===== src/rtl/video_timing.sv =====
// Raster timing generator: walks a pixel/line counter pair across a full frame and
// presents registered beam position, visible flag, sync pulses, line/frame strobes,
// a completed-frame counter and a sticky vblank interrupt for the CPU.
module video_timing #(
   parameter int H_VISIBLE = 640,
   parameter int H_FRONT   = 16,
   parameter int H_SYNC    = 96,
   parameter int H_BACK    = 48,
   parameter int V_VISIBLE = 480,
   parameter int V_FRONT   = 10,
   parameter int V_SYNC    = 2,
   parameter int V_BACK    = 33,
   parameter bit HSYNC_POL = 1'b0,
   parameter bit VSYNC_POL = 1'b0
) (
   input  logic        clk,
   input  logic        reset_n,
   input  logic        pixel_en,
   input  logic        vblank_ack,
   output logic [15:0] x,
   output logic [15:0] y,
   output logic        visible,
   output logic        hsync,
   output logic        vsync,
   output logic        line_start,
   output logic        frame_start,
   output logic        vblank_irq,
   output logic [15:0] frame_count
);

   localparam int H_TOTAL = H_VISIBLE + H_FRONT + H_SYNC + H_BACK;
   localparam int V_TOTAL = V_VISIBLE + V_FRONT + V_SYNC + V_BACK;

   localparam logic [15:0] H_LAST = 16'(H_TOTAL - 1);
   localparam logic [15:0] V_LAST = 16'(V_TOTAL - 1);

   // Region boundaries are 17 bits wide: a sync region may end exactly at 65536.
   localparam logic [16:0] H_VIS_END  = 17'(H_VISIBLE);
   localparam logic [16:0] H_SYNC_BEG = 17'(H_VISIBLE + H_FRONT);
   localparam logic [16:0] H_SYNC_END = 17'(H_VISIBLE + H_FRONT + H_SYNC);
   localparam logic [16:0] V_VIS_END  = 17'(V_VISIBLE);
   localparam logic [16:0] V_SYNC_BEG = 17'(V_VISIBLE + V_FRONT);
   localparam logic [16:0] V_SYNC_END = 17'(V_VISIBLE + V_FRONT + V_SYNC);
   localparam logic [15:0] IRQ_LINE   = 16'(V_VISIBLE);

   logic [15:0] hc;
   logic [15:0] vc;
   logic        fresh;    // first decode after reset release: origin shown without a step
   logic        step_q;   // counters advanced on the previous clk, so (hc,vc) is a new position

   logic        h_vis;
   logic        v_vis;
   logic        h_sync_on;
   logic        v_sync_on;
   logic        new_pos;
   logic        at_line0;
   logic        at_origin;
   logic        irq_set;

   assign h_vis     = {1'b0, hc} < H_VIS_END;
   assign v_vis     = {1'b0, vc} < V_VIS_END;
   assign h_sync_on = ({1'b0, hc} >= H_SYNC_BEG) && ({1'b0, hc} < H_SYNC_END);
   assign v_sync_on = ({1'b0, vc} >= V_SYNC_BEG) && ({1'b0, vc} < V_SYNC_END);
   assign new_pos   = step_q || fresh;
   assign at_line0  = (hc == 16'd0);
   assign at_origin = at_line0 && (vc == 16'd0);
   assign irq_set   = at_line0 && (vc == IRQ_LINE) && step_q;

   // Pixel and line counters: advance on pixel_en, wrap at end of line and end of frame.
   always_ff @(posedge clk) begin
      // NOTE: state registers use non-blocking assignment so every flop samples pre-edge values.
      if (!reset_n) begin
         hc <= '0;
         vc <= '0;
      end else if (pixel_en) begin
         if (hc == H_LAST) begin
            hc <= '0;
            vc <= (vc == V_LAST) ? 16'd0 : vc + 16'd1;
         end else begin
            hc <= hc + 16'd1;
         end
      end
   end

   // Tracks whether the counter value about to be decoded is a newly reached position.
   always_ff @(posedge clk) begin
      if (!reset_n) begin
         fresh  <= 1'b1;
         step_q <= 1'b0;
      end else begin
         fresh  <= 1'b0;
         step_q <= pixel_en;
      end
   end

   // Registered decode of the counters into the beam outputs (one clk behind hc/vc).
   always_ff @(posedge clk) begin
      if (!reset_n) begin
         x           <= '0;
         y           <= '0;
         visible     <= 1'b0;
         hsync       <= ~HSYNC_POL;
         vsync       <= ~VSYNC_POL;
         line_start  <= 1'b0;
         frame_start <= 1'b0;
      end else begin
         x           <= hc;
         y           <= vc;
         visible     <= h_vis && v_vis;
         hsync       <= h_sync_on ? HSYNC_POL : ~HSYNC_POL;
         vsync       <= v_sync_on ? VSYNC_POL : ~VSYNC_POL;
         line_start  <= at_line0 && new_pos;
         frame_start <= at_origin && new_pos;
      end
   end

   // Completed-frame counter: counts wraps to the origin, not the origin after reset.
   always_ff @(posedge clk) begin
      if (!reset_n) begin
         frame_count <= '0;
      end else if (at_origin && step_q) begin
         frame_count <= frame_count + 16'd1;
      end
   end

   // Sticky vblank interrupt: set on entering the first blanking line, set wins over ack.
   always_ff @(posedge clk) begin
      if (!reset_n) begin
         vblank_irq <= 1'b0;
      end else if (irq_set) begin
         vblank_irq <= 1'b1;
      end else if (vblank_ack) begin
         vblank_irq <= 1'b0;
      end
   end

endmodule

===== config.mk =====
export PLATFORM = sky130hd
export DESIGN_NAME = video_timing
export DESIGN_NICKNAME = d
export VERILOG_FILES = /design/src/rtl/video_timing.sv
export SDC_FILE = /design/constraint.sdc
export NUM_CORES = 1
export LEC_CHECK = 0
export BUFFER_PORTS_ARGS = -buffer_cell sky130_fd_sc_hd__buf_2
export CAP_MARGIN = 20
export CORE_ASPECT_RATIO = 0.75
export CORE_MARGIN = 4
export CORE_UTILIZATION = 40
export CTS_CLUSTER_SIZE = 16
export DETAILED_ROUTE_END_ITERATION = 12
export SYNTH_ARGS = -nofsm -noshare
export SYNTH_HDL_FRONTEND = slang
export SYNTH_SLANG_ARGS = --single-unit

===== constraint.sdc =====
create_clock -name clk -period 2.2 [get_ports clk]
set_input_delay 0.33 -clock clk [delete_from_list [all_inputs] [get_ports clk]]
set_output_delay 0.33 -clock clk [all_outputs]
set_load 0.05 [all_outputs]

---- Word-level counts from Yosys, hierarchy flattened ----
Cells that the tools add are included.
storage, ports and cells
  memory bits (writable) .................. 0
  latch bits .............................. 0
  memories ................................ 0
  bits in read-only memories .............. 0
  word-level logic and storage cells ...... 46
  input port bits ......................... 4
  output and inout bits ................... 54
  flip-flop bits (word level) ............. 88
cells by class
  bitwise operators ....................... 0
  mux-type cells .......................... 7
  add/subtract/negate cells ............... 3
  $mul .................................... 0
  div/mod/pow operators ................... 0
  magnitude comparators ................... 6
  shift-type cells ........................ 0
  reductions and logical operators ........ 14
  equality and inequality tests ........... 3
operators by type and width
  cell                                                                 number
  adder 16 x 1 -> 16 bit, second input constant                        3
  == test 16 x 10 -> 1 bit, second input constant                      2
  zero test 16 bit                                                     2
  < comparator 16 x 10 -> 1 bit, second input constant                 2
  < comparator 16 x 9 -> 1 bit, second input constant                  2
  two-way mux 16 bit                                                   2
  == test 16 x 9 -> 1 bit, second input constant                       1
  greater-or-equal comparator 16 x 10 -> 1 bit, second input constant  1
  greater-or-equal comparator 16 x 9 -> 1 bit, second input constant   1
  logical AND 1 bit                                                    9
  two-way mux 1 bit                                                    5
  AND reduction 2 bit                                                  1
  nonzero test 2 bit                                                   1
  logical OR 1 bit                                                     1

---- Longest topological paths before layout ----
Gate-level depths: netlist (run 1).
  depth in word-level cells ............... 4
  depth in mapped cells ................... 8
  mapped depth without buffers ............ 7

---- Least setup slack after synthesis (run 1) ----
Ideal clock, no wire load.
  kind .................................... register to register
  start point ............................. reg frame_count[3]
  end point ............................... reg frame_count[15]
  slack ................................... -0.133 ns
  required time ........................... 2.130 ns
  buffers on the path ..................... 1
  arrival ................................. 2.263 ns
  period minus slack after synthesis ...... 2.333 ns
  stages on the path, launching flop included .. 7
  setup time .............................. 0.070 ns
  cell sequence ........................... dfxtp_1 > and4_2 > nand2_1 > or4_1 > buf_2 > or4_1 > a21oi_1
on the way
  word-level cells in the longest chain between the ends .. 1
RTL lines
  item                    line  RTL
  from (decl)             28    output logic [15:0] frame_count
  from (signal assigned)  122   frame_count <= frame_count + 16'd1;
  adder 16 x 1 -> 16 bit  122
No other way between the ends.
A chain may end at the register's enable or synchronous reset.

---- Final worst setup path (run 1) ----
  start point ............................. reg vc[15]
  end point ............................... reg frame_count[15]
on the way
  word-level cells in the longest chain between the ends .. 3
RTL lines
  item                    line  RTL
  from (decl)             47    logic [15:0] vc;
  from (signal assigned)  78    vc <= (vc == V_LAST) ? 16'd0 : vc + 16'd1;
  zero test 16 bit        66    assign at_origin = at_line0 && (vc == 16'd0);
  logical AND 1 bit       66
  logical AND 1 bit       121   end else if (at_origin && step_q) begin
No other way between the ends.

==> summary.md, run 1 <==
| Metric | Value |
|---|---|
| Hold EP | vblank_irq |
| Critical path class | register to register |
| Ys flop type | dfxtp_1 |
| Pre-CTS setup slack | 0.03272 ns |
| Worst endpoint required time | 2.47 ns |
| Worst-Skew Late Latency | 0.34 ns |
| Worst R2R Start | vc[15] |
| Final std cell area, no fill | 4497 sq um |
| Post-layout util | 51.85% |
| WP data arrival | 2.40 ns |
| Crit path cell chain | nor4_4 > nand3_2 > or4_4 > or4_1 > a21oi_1 |
| Die area | 10760 sq um |
| Worst Path Buf+Inv | 0 |
| Busiest layer in global routing | met1 |
| Crit path launch type | register |
| Element type at the critical path end | register |
| Slew HR | 73.24% |
| Commonest cells post-synth | dfxtp_1, nor2_1, and2_1 |
| Min Tclk post-route | 2.125 ns |
| Routed vias | 3168 |
| Critical path peak fanout | 7 |
| HP Class | input port to register |
| Row count | 29 |
| Achievable frequency | 470.6 MHz |
| GRT Total Usage | 16.74% |
| Pwr Total | 3.370 mW |
| Fillers | 814 |
| Delay of the slowest critical-path stage | 0.59 ns |
| Gpl congestion | 0.8581 |
| Worst vdd ir | 0.3813 mV |
| Max Cap Violations | 0 |
| Setup TNS | 0 ns |
| Reg-to-reg setup timing slack | 0.08 ns |
| Die height | 90.85 microns |
| CTS sink count | 88 |
| FF+latch count, synth | 88 |
| Post-Syn Nets | 415 |
| Status | completed |
| Worst hold stages | 3 |
| Synth cell types | 45 |
| RSZ-0062 raised after global routing | true |
| Dpl hpwl | 6537 microns |
| Setup WS post-layout | 0.07527 ns |
| R2r worst-path depth | 5 |
| Global-route met2 utilization | 23.97% |
| Syn Inst Count | 406 |
| Crit share post-route | 96.58% |
| P_leak | 1.825 nW |
| Sequential Area | 1767 sq um |
| Synth warn | 0 |
| Final setup fails | 0 |
| Worst Clk Skew | 0.006069 ns |
| Initial DRC count | 265 |
| GR met1 Demand/Resource | 24.02% |
| Initial Utilization | 42.22% |
| Syn_area_per_cell | 9.017 sq um |
| Synth top area cells | dfxtp_1, and2_1, nor2_1, nand4_1, xnor2_1 |
| Worst-margin pin slew | 0.3978 ns |
| Hold Startpoint | vblank_ack |
| Drt pass-1 iters | 4 |
| Post-synthesis async set-or-reset flop share | 0% |
| First-pass GRT wire length | 14670 microns |
| Layout cells sized above 1 | 24.79% |
| Synth area leader | dfxtp_1 |
| Multi-input gate area | 1740 sq um |
| Pwr/cell area | 749.4 nW/um^2 |
| Vias in the first global route | 2924 |
| Wire length per cell | 15.10 microns |
| I/O pins | 58 |
| GR Overflow Total | 0 |
| DP Area | 4180 sq um |
| Critical-path top delay cell | or4_4 |
| Slew Limit Fails | 0 |
| Post-synth top area share | 48.12% |
| Root buf cell | clkbuf_16 |
| Final #Nets | 488 |
| Vias per cell | 5.351 |
| DRC Markers | 0 |
| Clk buf depth | 2 |
| Port Buffers | 57 |
| Hold Slack | 0.2481 ns |
| R2R Path End | frame_count[15] |
| Grt met3 use | 4.947% |
| Seq/Total Area, Yosys | 48.12% |
| H-Tree Depth | 3 |
| Syn-to-layout area delta | 22.83% |
| Final Hold Violating Endpoints | 0 |
| Synthesized cell area | 3661 sq um |
| Die W | 118.5 microns |
| Post-synth EDFFs | 0 |
| Initial antenna violation count | 1 |
| Total wire length | 8942 microns |
| Most frequent cell after synthesis | dfxtp_1 |
| CTS Hold Buffers Added | 0 |
| Cell Count, Final, Fillers Out | 592 |
| CTS tree | built |
| Largest net degree at the start of global routing | 25 |
| CTS buffer count | 9 |
| Antenna diodes | 0 |
| Cell family with most CP delay | simple AND/OR/NAND/NOR gates |
| Placed insts | 576 |
| Routed Antenna Nets | 0 |
| Placeable Area | 8672 sq um |
| Clock Pin Slew Worst Setup and Hold Paths | 0.06 ns |
-- worst max path at each step --
stage                        start         endpoint  slack [ns]  cells past startpoint
global route                vc[15]  frame_count[15]       -0.04                      5
CTS                         vc[15]  frame_count[15]        0.02                      5
finish                      vc[15]  frame_count[15]        0.08                      5
floorplan           frame_count[0]  frame_count[14]       0.002                      6
detailed placement          vc[15]  frame_count[15]        0.03                      5
global placement            vc[15]  frame_count[15]        0.07                      5
-- area by class of cell --
| type | instances | area share [%] |
|---|---|---|
| Sequential cell | 88 | 39.29 |
| Multi-Input combinational cell | 282 | 38.70 |
| Timing Repair Buffer | 86 | 11.19 |
| Clock buffer | 10 | 5.314 |
| Tap cell | 108 | 3.005 |
| Clock inverter | 6 | 1.503 |
| Inverter | 12 | 1.002 |
-- sequential cells by signal, indices dropped and copies added (netlist names), 16 cells and up --
register and count:
frame_count 16, hc 16, vc 16, x 16, y 16
-- worst min-delay path, stage by stage --
cell      delay (ns)
buf_2           0.07
nand2b_1        0.09
a21oi_1         0.05
-- cells in the final DEF (no fill, tap or decap), types with 9 or more instances in the layout --
master	Yosys	routed
xnor2_1	12	12
inv_1	12	12
nand3_1	19	19
or4_1	12	10
and2_1	29	29
dfxtp_1	88	84
nand2_1	26	25
nand4_1	21	21
a21oi_1	20	20
clkbuf_16	0	9
nor4_1	9	9
o21ai_0	12	12
buf_2	1	57
nor2_1	40	40
xor2_1	11	11
buf_4	1	29
o31ai_1	10	10
-- metal layers --
layer | up-vias | wire length, microns
li1 | 1588 | -
met1 | 1475 | 4600
met3 | 10 | 522
met5 | - | 7
met4 | 2 | 93
met2 | 93 | 3718
-- cells by family (layout without fill, tap and decap cells) --
family | count (synthesis) | after routing | share of synthesized area (%)
and+or+nand+nor | 205 | 205 | 31.95
AOI/OAI and AO/OA | 48 | 48 | 7.827
adders and majority gates | 5 | 5 | 1.709
buffers and inverters | 36 | 114 | 4.614
DFF | 88 | 88 | 48.12
xor gates and xnor gates | 23 | 23 | 5.502
muxes | 1 | 1 | 0.2734
-- report_power, final --
group	leakage, nW	switching, mW	internal (mW)
registers	0.713	0.0156	1.61
logic	0.967	0.132	0.0616
clock network	0.145	0.631	0.914
total	1.83	0.779	2.59
-- what timing repair did --
action                                  in CTS  in global routing
setup buffers                                0                  0
gates resized for setup                      0                  3
endpoints found under the setup margin       0                  8
Power figures use the tool's default switching activity.
==> run 2, diff against run 1 <==
- CAP_MARGIN: 20 -> unset
- CORE_MARGIN: 4 -> 2
- CORE_UTILIZATION: 40 -> 50
- PLACE_DENSITY: unset -> 0.75
==> run 2 against run 1 <==
Against the previous run: count of clock-buffer cells in the layout unchanged; critical path depth unchanged; sequential cell count unchanged; setup slack worse by 0.017 ns; via count up 1.7%; clock skew up 0.0031 ns; largest power group unchanged; routed wire length down 2.5%.
==> summary.md, run 2 (same netlist as run 1, synthesis figures left out) <==
| Metric | Value |
|---|---|
| Status | completed |
| Sequential Area | 1767 sq um (unchanged) |
| Port Buffers | 57 (unchanged) |
| Hold Startpoint | vblank_ack |
| Max Used Layer | met4 |
| Cell Count, Final, Fillers Out | 581 (-1.9%) |
| Most common cell after layout, fill and taps aside | dfxtp_1 |
| Pwr/cell area | 669.6 nW/um^2 (-11%) |
| Max Cap Violations | 0 (unchanged) |
| Crit path launch type | register |
| Vias in the first global route | 2875 (-1.7%) |
| Crit share post-route | 97.36% (+0.78 points) |
| Achievable frequency | 466.9 MHz (-0.80%) |
| Drt pass-1 iters | 5 (+1) |
| Worst Path Buf+Inv | 0 (unchanged) |
| Final Hold Violating Endpoints | 0 (unchanged) |
| Crit path depth | 5 (unchanged) |
| CTS Hold Buffers Added | 0 (unchanged) |
| Initial Utilization | 52.59% (+10 points) |
| First-pass GRT wire length | 13820 microns (-5.8%) |
| Multi-input gate area | 1753 sq um (+0.72%) |
| Placed insts | 564 (-2.1%) |
| GR Overflow Total | 0 (unchanged) |
| Element type at the critical path end | register |
| Placeable Area | 6962 sq um (-20%) |
| Final #Nets | 487 (-0.20%) |
| Cell family with most CP delay | simple AND/OR/NAND/NOR gates |
| Crit path cell chain | nor4_4 > nand3_2 > or4_4 > or4_1 > a21oi_1 |
| Die height | 78.11 microns (-14%) |
| Clock Pin Slew Worst Setup and Hold Paths | 0.09 ns (+0.03 ns) |
| DP Area | 4153 sq um (-0.66%) |
| Gpl congestion | 0.9245 (+7.7%) |
| H-Tree Depth | 3 (unchanged) |
| Pre-CTS setup slack | 0.04861 ns (+0.01590 ns) |
| Critical path peak fanout | 6 (-1) |
| Pwr Total | 2.932 mW (-13%) |
| Wire length per cell | 15.01 microns (-0.66%) |
| Fillers | 589 (-28%) |
| Total wire length | 8718 microns (-2.5%) |
| Worst Clk Skew | 0.009195 ns (+0.003126 ns) |
| Setup WS post-layout | 0.05809 ns (-0.01718 ns) |
| Worst R2R Start | vc[15] |
| Worst hold stages | 3 (unchanged) |
| Final setup fails | 0 (unchanged) |
| Worst endpoint required time | 2.50 ns (+0.03 ns) |
| M1 WL | 4164 microns (-9.5%) |
| R2r worst-path depth | 5 (unchanged) |
| Root buf cell | clkbuf_8 |
| RSZ-0062 raised after global routing | true |
| Critical path class | register to register |
| Initial antenna violation count | 0 (-1) |
| Hold Slack | 0.2482 ns (+0.00007900 ns) |
| WL met3 | 592 microns (+13%) |
| Vias per cell | 5.546 (+3.6%) |
| Final std cell area, no fill | 4378 sq um (-2.6%) |
| Antenna diodes | 0 (unchanged) |
| Clk buf depth | 2 (unchanged) |
| CTS sink count | 88 (unchanged) |
| Most frequent cells in the layout | dfxtp_1, buf_2, nor2_1, and2_1, buf_4 |
| Routed vias | 3222 (+1.7%) |
| Die W | 102.8 microns (-13%) |
| Largest net degree at the start of global routing | 24 (-4.0%) |
| HP Class | input port to register |
| Slew HR | 71.82% (-1.4 points) |
| Worst-margin pin slew | 0.4188 ns (+0.02103 ns) |
| Layout cells sized above 1 | 24.84% (+0.051 points) |
| DRC Markers | 0 (unchanged) |
| Row count | 26 (-10%) |
| Initial DRC count | 252 (-4.9%) |
| CTS tree | built |
| GRT Total Usage | 22.02% (+5.3 points) |
| P_leak | 1.770 nW (-3.0%) |
| Delay of the slowest critical-path stage | 0.58 ns (about the same) |
| Die area | 8030 sq um (-25%) |
| Routed Antenna Nets | 0 (unchanged) |
| Worst-Skew Late Latency | 0.36 ns (+0.02 ns) |
| I/O pins | 58 (unchanged) |
| CTS buffer count | 9 (unchanged) |
| Min Tclk post-route | 2.142 ns (+0.01718 ns) |
| Dpl hpwl | 6139 microns (-6.1%) |
| WP data arrival | 2.44 ns (+0.04 ns) |
| Slew Limit Fails | 0 (unchanged) |
| Worst vdd ir | 0.2914 mV (-24%) |
| Critical-path top delay cell | or4_4 |
| Crit path from | vc[15] |
| Syn-to-layout area delta | 19.58% |
| Routed wl met2 | 3814 microns (+2.6%) |
==> run 2: final cells by class <==
type | count | area share, %
well taps | 98 | 2.801
multi-input cells | 282 | 40.04
clock buffers | 10 | 2.915
clock inverters | 6 | 1.543
repair buffers | 85 | 11.32
flip-flops and latches | 88 | 40.35
inverters | 12 | 1.029
==> run 2: report_power, final <==
group	total [mW]	switching (mW)	internal (mW)
sequential	1.63	0.0160	1.61
combinational	0.195	0.133	0.0617
clock	1.11	0.579	0.529
==> run 2: path summary, 6_finish.rpt <==
check             slack, ns              end
hold / removal         0.25       vblank_irq
setup / recovery       0.06  frame_count[15]
setup reg to reg       0.06  frame_count[15]
hold reg to reg        0.48             y[0]
==> run 2: timing repair <==
| action | in CTS | in global routing |
|---|---|---|
| endpoints found under the hold margin | 0 | 0 |
| setup endpoints to repair | 0 | 16 |
| setup buffers | 0 | 1 |
| resized for setup | 0 | 5 |
==> run 2: worst reg2reg max path: cells and delay by family, from the launching register on <==
family	cells	cell delay, ns
AOI/OAI and AO/OA	1	0.15
DFF	1	0.36
and+or+nand+nor	4	1.58
==> run 2: through the flow <==
step / setup TNS (ns) / utilization (%)
6_report: 0 / 62.89
5_1_grt: -0.02914 / 62.89
4_1_cts: 0 / 62.46
3_5_place_dp: 0 / 59.65
3_3_place_gp: 0 / 59.65
2_1_floorplan: 0 / -
==> run 2: layer usage <==
metal / up-vias / track usage (%)
met5: - / 0
met4: 0 / 6.842
met3: 18 / 7.035
met2: 128 / 31.50
met1: 1495 / 31.53
li1: 1581 / -
